`src/rtl/serial_adder_pkg.sv`:
```
// Shared types for serial_adder: FSM state encoding and counter sizing.
// No timing of its own; consumed by serial_adder at elaboration.
package serial_adder_pkg;

    typedef enum logic [1:0] {
        IDLE = 2'd0,
        BUSY = 2'd1,
        DONE = 2'd2
    } state_t;

    function automatic int cnt_width(input int n);
        return (n > 1) ? $clog2(n) : 1;
    endfunction

endpackage

```
`src/rtl/serial_adder_fa_cell.sv`:
```
// One-bit full adder from two half-adder stages; combinational, zero latency.
// No flow control; used as a ripple link inside serial_adder.
module fa_cell (
    input  logic i_a,
    input  logic i_b,
    input  logic i_c,
    output logic o_s,
    output logic o_c
);

    logic w_s1;
    logic w_c1;
    logic w_c2;

    assign w_s1 = i_a ^ i_b;
    assign w_c1 = i_a & i_b;
    assign o_s  = w_s1 ^ i_c;
    assign w_c2 = w_s1 & i_c;
    assign o_c  = w_c1 | w_c2;

endmodule

```
`src/rtl/serial_adder.sv`:
```
// Digit-serial adder, LSB first; latency WIDTH/DIGIT cycles from accept to done.
// start is ignored while busy (no queueing); SERIAL_ADDER_SUB_EN adds the sub port.
module serial_adder
    import serial_adder_pkg::*;
#(
    parameter int WIDTH = 8,
    parameter int DIGIT = 1
) (
    input  logic             clk,
    input  logic             rst_n,
    input  logic             start,
    input  logic [WIDTH-1:0] a,
    input  logic [WIDTH-1:0] b,
`ifdef SERIAL_ADDER_SUB_EN
    input  logic             sub,
`endif
    output logic             busy,
    output logic             done,
    output logic [WIDTH-1:0] sum,
    output logic             carry
);

    localparam int N     = WIDTH / DIGIT;
    localparam int CNT_W = cnt_width(N);

    if (WIDTH < 1 || DIGIT < 1 || (WIDTH % DIGIT) != 0) begin : g_param_err
        $error("serial_adder: DIGIT must be >= 1 and divide WIDTH exactly");
    end

    state_t           r_state;
    state_t           w_state_next;
    logic [WIDTH-1:0] r_a;
    logic [WIDTH-1:0] r_b;
    logic [WIDTH-1:0] r_res;
    logic [CNT_W-1:0] r_cnt;
    logic             r_cy;

    logic             w_sub;
    logic             w_load;
    logic             w_step;
    logic             w_last;
    logic [DIGIT:0]   w_c;
    logic [DIGIT-1:0] w_dsum;
    logic [WIDTH-1:0] w_res_next;

`ifdef SERIAL_ADDER_SUB_EN
    assign w_sub = sub;
`else
    assign w_sub = 1'b0;
`endif

    assign w_last = (r_cnt == CNT_W'(N - 1));
    assign busy   = (r_state == BUSY);
    assign done   = (r_state == DONE);

    always_ff @(posedge clk or negedge rst_n) begin
        if (!rst_n) begin
            r_state <= IDLE;
        end else begin
            r_state <= w_state_next;
        end
    end

    // DONE accepts start exactly like IDLE so back-to-back ops lose no extra cycle.
    always_comb begin
        w_state_next = r_state;
        w_load       = 1'b0;
        w_step       = 1'b0;
        case (r_state)
            IDLE, DONE: begin
                if (start) begin
                    w_load       = 1'b1;
                    w_state_next = BUSY;
                end else begin
                    w_state_next = IDLE;
                end
            end
            BUSY: begin
                w_step = 1'b1;
                if (w_last) begin
                    w_state_next = DONE;
                end
            end
            default: w_state_next = IDLE;
        endcase
    end

    assign w_c[0] = r_cy;

    for (genvar i = 0; i < DIGIT; i++) begin : g_ripple
        fa_cell u_fa (
            .i_a (r_a[i]),
            .i_b (r_b[i]),
            .i_c (w_c[i]),
            .o_s (w_dsum[i]),
            .o_c (w_c[i+1])
        );
    end

    // New digit enters at the MSB end; after N steps the LSB digit has reached bit 0.
    assign w_res_next = WIDTH'({w_dsum, r_res} >> DIGIT);

    always_ff @(posedge clk or negedge rst_n) begin
        if (!rst_n) begin
            r_a   <= '0;
            r_b   <= '0;
            r_res <= '0;
            r_cnt <= '0;
            r_cy  <= 1'b0;
            sum   <= '0;
            carry <= 1'b0;
        end else if (w_load) begin
            r_a   <= a;
            r_b   <= w_sub ? ~b : b;
            r_res <= '0;
            r_cnt <= '0;
            r_cy  <= w_sub;
        end else if (w_step) begin
            r_a   <= r_a >> DIGIT;
            r_b   <= r_b >> DIGIT;
            r_res <= w_res_next;
            r_cnt <= r_cnt + CNT_W'(1);
            r_cy  <= w_c[DIGIT];
            if (w_last) begin
                sum   <= w_res_next;
                carry <= w_c[DIGIT];
            end
        end
    end

endmodule

```
`config.mk`:
```
export PLATFORM = sky130hd
export DESIGN_NAME = serial_adder
export DESIGN_NICKNAME = d
export VERILOG_FILES = /design/src/rtl/serial_adder_pkg.sv /design/src/rtl/serial_adder_fa_cell.sv /design/src/rtl/serial_adder.sv
export SDC_FILE = /design/constraint.sdc
export NUM_CORES = 1
export LEC_CHECK = 0
export ABC_AREA = 1
export CELL_PAD_IN_SITES_DETAIL_PLACEMENT = 1
export CELL_PAD_IN_SITES_GLOBAL_PLACEMENT = 1
export CORE_UTILIZATION = 35
export DETAILED_ROUTE_END_ITERATION = 16
export PLACE_DENSITY = 0.82
export SLEW_MARGIN = 20
export SYNTH_ARGS = -nofsm -noshare
export SYNTH_HDL_FRONTEND = slang
export SYNTH_SLANG_ARGS = --single-unit
```
`constraint.sdc`:
```
create_clock -name clk -period 1.1 [get_ports clk]
set_clock_uncertainty 0.05 [all_clocks]
set_input_delay 0.33 -clock clk [delete_from_list [all_inputs] [get_ports clk]]
set_output_delay 0.33 -clock clk [all_outputs]
set_load 0.005 [all_outputs]
```
==> results.json, run 1 <==
{
  "core_sq_um": 4820,
  "design_area_sq_um": 3010,
  "mostFrequentLayoutCell": "nand2_1",
  "drtIter0Drc": 149,
  "violations": "negative setup slack",
  "period_share": 1.37,
  "grt_pass1_vias": 1770,
  "first_pass_iters": 4,
  "final_util": 0.625,
  "layout-drive-gt1-share": 0.543,
  "place_area_sq_um": 2250,
  "nNetsFinal": 292,
  "vias": 1752,
  "grt_usage": 0.236,
  "rsz0062_at_grt": "yes",
  "ys_types": 18,
  "outcome": "finished with violations",
  "hold_class": "reg -> reg",
  "worst_slack_ns": -0.407,
  "start_kind": "register",
  "grt_max_degree": 39,
  "root_buffer": "clkbuf_8",
  "worst_pin_slew_ns": 0.233,
  "insertion_delay_ns": 0.30,
  "synth_seq_area_share": 0.534,
  "placedCellCount": 300,
  "worstPathArrival_ns": 1.13,
  "globalplace.congestion": 0.701,
  "finalCriticalPeriod_ns": 1.51,
  "syn_nets": 218,
  "num_rows": 25,
  "cp-end-kind": "output pin",
  "io_buffer_count": 29,
  "synth_seq_cells": 38,
  "hold_viol": 0,
  "max-cap-violations": 0,
  "die-area_sq_um": 5370,
  "max_freq_mhz": 664,
  "setup_violations": 49,
  "ios": 30,
  "synth.largest_area_cell": "dfrtp_1",
  "fillCellCount": 513,
  "start_util": 0.369,
  "syn_area_sq_um": 1780,
  "cts_max_level": 2,
  "overflow": 0,
  "yosysTopAreaCellShare": 0.534,
  "clk_path_buf_depth": 2,
  "stdcell_count": 336,
  "numCtsBuffers": 5,
  "holdWs_ns": 0.461,
  "totalWireLength_um": 7610,
  "total_power_uw": 9080,
  "p_leak_uw": 0.00151,
  "final_cell_mix": "nand2_1, dfrtp_1, nand2_2",
  "cpMaxStageDelayCell": "dfrtp_1",
  "antenna_found_initial": 0,
  "power.density_nw_per_um2": 3020,
  "path_class": "reg -> out",
  "ir_worst_vdd_uv": 1090,
  "crit_chain": "buf_6 > nor2_4 > buf_2",
  "drtAntennaViolNets": 0,
  "clkTransAtPathRegs_ns": 0.07,
  "avgSynthCellArea_sq_um": 9.08,
  "ys.warnings.count": 0,
  "dieHeight_um": 73.3,
  "cp_slowest_stage_delay_ns": 0.43,
  "cts_sinks": 38,
  "worstPathRequired_ns": 0.72,
  "hpwlAfterDp_um": 2790,
  "syn_inst": 196,
  "antenna_cells": 0,
  "fp.dieW_um": 73.3,
  "relSlewSlack": 0.844,
  "cts_tree": "yes",
  "drc": 0,
  "wl_per_cell_um": 22.6,
  "syn_to_final_growth_pct": 69.1,
  "vias_per_cell": 5.21,
  "grt_pass1_wl_um": 9050,
  "maxSlewViolCount": 0,
  "synth_area_leaders": "dfrtp_1, nand2_1, nand3_1",
  "cp_max_fo": 3
}
-- metrics by stage --
stage / worst slack (ns) / TNS, ns
after floorplan: -0.0297 / -0.0837
after global placement: -0.381 / -12.89
after detailed placement: -0.450 / -13.90
after CTS: -0.325 / -10.77
after global routing: -0.444 / -13.18
final: -0.407 / -11.46
-- cells by family after synthesis --
kind of cell	share of synthesized area
flip-flops	0.534
AO/OA/AOI/OAI	0.00562
adder cells (fa/ha/maj)	0.0253
AND/OR/NAND/NOR	0.361
buffers and inverters	0.0731
-- layer usage --
| metal | vias to the layer above | GRT usage | part of all wire |
|---|---|---|---|
| li1 | 770 | - | - |
| met1 | 878 | 0.272 | 0.38 |
| met2 | 82 | 0.401 | 0.51 |
| met3 | 22 | 0.0521 | 0.065 |
| met4 | 0 | 0.145 | 0.041 |
| met5 | - | 0 | 0 |
-- area by class of cell --
cell class                      count  area, sq um  share of cell area
Multi-Input combinational cell    142         1060               0.353
Sequential cell                    38          951               0.316
Timing Repair Buffer               75          795               0.264
Tap cell                           67         83.8              0.0279
Clock buffer                        6         82.6              0.0274
Inverter                            8         35.0              0.0116
-- cell usage after synthesis --
cell type  instances
ha_1               2
nand3_1           31
buf_12             1
buf_6              4
nor2_1             1
inv_1              6
buf_4              4
nor2_4             3
o21ai_0            1
inv_2              2
fa_1               1
buf_2              1
nand3_2           10
o21ai_1            1
nand2_1           87
dfrtp_1           38
nand2_2            2
nand2_4            1
-- critical path, delay by kind of cell, from the launching register on --
kind	cells	cell delay, ns
flops	1	0.43
buf+inv	2	0.28
simple gates	1	0.13
-- registers in the layout (all words and copies together) (netlist names) --
name,cells
r_b,8
r_cy,1
sum,8
r_cnt,3
r_a,8
r_res,7
carry,1
r_state,2
-- final timing paths --
kind                                         from  depth (start not counted)                    to  slack, ns
max in group asynchronous                   rst_n                          3  r_res[6]$_DFFE_PN0P_       0.32
hold / removal                 r_b[4]$_DFFE_PN0P_                          2    r_b[3]$_DFFE_PN0P_       0.46
min in group asynchronous                   rst_n                          3    sum[2]$_DFFE_PN0P_       0.48
setup / recovery           r_state[1]$_DFFE_PN0P_                          3                  busy      -0.41
hold reg to reg                r_b[4]$_DFFE_PN0P_                          2    r_b[3]$_DFFE_PN0P_       0.46
setup reg to reg           r_state[0]$_DFFE_PN0P_                          8    r_a[2]$_DFFE_PN0P_      -0.35
-- repair_timing --
action                                  4_1_cts  5_1_grt
gates resized for setup                      72       84
gates cloned                                  5        3
hold buffers                                  1        0
endpoints found under the setup margin       49       49
buffers inserted                             15       13
hold endpoints to repair                     38        0
pin swaps                                    16       29
-- report_power, final --
| part | internal, uW | switching (uW) |
|---|---|---|
| Combinational | 2660 | 2810 |
| Clock | 484 | 508 |
| Sequential | 2050 | 576 |
| Total | 5190 | 3890 |
Note: power is estimated with default switching activity, not from simulation.
==> run 2, diff against run 1 <==
--- a/config.mk
+++ b/config.mk
@@ -6,11 +6,10 @@
 export NUM_CORES = 1
 export LEC_CHECK = 0
 export ABC_AREA = 1
-export CELL_PAD_IN_SITES_DETAIL_PLACEMENT = 1
-export CELL_PAD_IN_SITES_GLOBAL_PLACEMENT = 1
-export CORE_UTILIZATION = 35
+export CORE_ASPECT_RATIO = 0.9
+export CORE_UTILIZATION = 44
 export DETAILED_ROUTE_END_ITERATION = 16
-export PLACE_DENSITY = 0.82
+export PLACE_DENSITY = 0.79
 export SLEW_MARGIN = 20
 export SYNTH_ARGS = -nofsm -noshare
 export SYNTH_HDL_FRONTEND = slang
==> constraint.sdc (replaced) <==
create_clock -name clk -period 1.25 [get_ports clk]
set_clock_uncertainty 0.05 [all_clocks]
set_input_delay 0.375 -clock clk [delete_from_list [all_inputs] [get_ports clk]]
set_output_delay 0.375 -clock clk [all_outputs]
set_load 0.005 [all_outputs]
==> run 2 against run 1 <==
The flow still finishes with violations (negative setup slack). Utilization is 4.0 points higher. Register-to-register slack improved by 0.30 ns. Cell count decreased by 9.5%. Critical endpoint unchanged. Highest routed layer unchanged.
==> results.json, run 2 (synthesis results as in run 1) <==
{
  "worst_slack_ns": -0.199,
  "grt_pass1_wl_um": 6090,
  "layout-drive-gt1-share": 0.295,
  "design_area_sq_um": 2520,
  "first_pass_iters": 4,
  "r2r_end": "r_b[1]$_DFFE_PN0P_",
  "io_buffer_count": 29,
  "clkTransAtPathRegs_ns": 0.08,
  "grt_usage": 0.179,
  "worstPathArrival_ns": 1.02,
  "cp-end-kind": "output pin",
  "antenna_cells": 0,
  "worst_pin_slew_ns": 0.212,
  "insertion_delay_ns": 0.29,
  "mostFrequentLayoutCell": "nand2_1",
  "start_kind": "register",
  "max_freq_mhz": 690,
  "dieHeight_um": 62.3,
  "vias_per_cell": 4.96,
  "hold_viol": 0,
  "max-cap-violations": 0,
  "path_delay_family": "flip-flops",
  "nNetsFinal": 279,
  "grt_pass1_vias": 1389,
  "clk_path_buf_depth": 2,
  "vias": 1508,
  "num_rows": 21,
  "top_layer": "met4",
  "overflow": 0,
  "period_share": 1.16,
  "top_regs": "r_a x8, r_b x8, sum x8",
  "drtAntennaViolNets": 0,
  "path_depth": 3,
  "cp_max_fo": 2,
  "numCtsBuffers": 5,
  "p_leak_uw": 0.00130,
  "totalWireLength_um": 3960,
  "core_sq_um": 3780,
  "root_buffer": "clkbuf_8",
  "violations": "negative setup slack",
  "hpwlAfterDp_um": 2210,
  "wl_met3_um": 135,
  "drtIter0Drc": 153,
  "place_area_sq_um": 2190,
  "reg2reg_slack_ns": -0.05,
  "wl_met2_um": 1950,
  "rsz0062_at_grt": "yes",
  "worstPathRequired_ns": 0.83,
  "syn_to_final_growth_pct": 41.4,
  "r2r-start": "r_state[1]$_DFFE_PN0P_",
  "crit_chain": "buf_6 > nor2_4 > buf_2",
  "worstRegToRegCells": 7,
  "grt_max_degree": 39,
  "cts_tree": "yes",
  "die-area_sq_um": 4300,
  "path_class": "reg -> out",
  "start_util": 0.470,
  "holdWs_ns": 0.400,
  "cpMaxStageDelayCell": "dfrtp_1",
  "relSlewSlack": 0.859,
  "drc": 0,
  "wl_per_cell_um": 13.0,
  "power.density_nw_per_um2": 2410,
  "crit_buf_inv": 2,
  "fp.dieW_um": 69.0,
  "m1WireLength_um": 1790,
  "ios": 30,
  "finalCriticalPeriod_ns": 1.45,
  "maxSlewViolCount": 0,
  "globalplace.congestion": 0.775,
  "cts_sinks": 38,
  "final_cell_mix": "nand2_1, dfrtp_1, nand3_1",
  "cts_max_level": 2,
  "setup_violations": 35,
  "antenna_found_initial": 0,
  "ir_worst_vdd_uv": 1260,
  "hold_class": "in -> async",
  "ctsHoldBuffers": 0,
  "outcome": "finished with violations",
  "cp_slowest_stage_delay_ns": 0.40
}
run 2: cell count changes in the layout (fill, tap and decap cells not counted), moves of 2 or more:
cell / change
buf_12: -4
buf_6: -5
buf_8: -2
nand2_1: +42
nand2_2: -29
nand2_4: -12
nand2_8: -2
nand3_1: +14
nand3_2: -10
nand3_4: -4
o21ai_1: +2
run 2: final cells by class:
class                           count  area, sq um
Timing Repair Buffer               63          639
Clock buffer                        6         82.6
Tap cell                           46         57.6
Clock inverter                      2         12.5
Multi-Input combinational cell    141          741
Fill cell                         304         1270
Inverter                            8         32.5
Sequential cell                    38          951
run 2: stage by stage:
step / utilization / cells / setup TNS [ns] / power, uW / setup WS [ns]
floorplan: - / 196 / 0 / 3690 / 0.0408
global placement: 0.579 / 276 / -6.08 / 4470 / -0.242
detailed placement: 0.579 / 276 / -6.91 / 4540 / -0.279
CTS: 0.620 / 294 / -0.873 / 5600 / -0.206
global route: 0.665 / 304 / -2.95 / 6500 / -0.237
finish: 0.665 / 304 / -0.928 / 6050 / -0.199
run 2: worst reg2reg max path, cell delays in order (launching register included):
cell and delay (ns):
dfrtp_1 0.40, buf_6 0.13, inv_4 0.05, buf_4 0.15, nand2_8 0.10, buf_6 0.16, nand3_1 0.07, nand3_1 0.07
run 2: metal layers:
metal,up-vias,GRT usage
li1,744,-
met1,718,0.234
met2,38,0.282
met3,8,0.0357
met4,0,0.0893
met5,-,0
run 2: how the worst max path moves through the flow:
stage / slack (ns) / endpoint / startpoint
global placement: -0.24 / r_b[1]$_DFFE_PN0P_ / start
floorplan: 0.04 / busy / r_state[0]$_DFFE_PN0P_
finish: -0.20 / busy / r_state[1]$_DFFE_PN0P_
global route: -0.24 / busy / r_state[1]$_DFFE_PN0P_
CTS: -0.21 / done / r_state[1]$_DFFE_PN0P_
detailed placement: -0.28 / r_a[0]$_DFFE_PN0P_ / start
run 2: report_power, final:
| group | total, uW | internal, uW | switching [uW] |
|---|---|---|---|
| Clock | 882 | 443 | 439 |
| Combinational | 3010 | 1550 | 1460 |
| Sequential | 2160 | 1800 | 357 |
run 2: repair_timing:
action	4_1_cts	5_1_grt
setup buffers	9	7
gates cloned	1	3
pin swaps	4	2
endpoints found under the hold margin	0	0
gates resized for setup	55	9
setup endpoints to repair	21	44
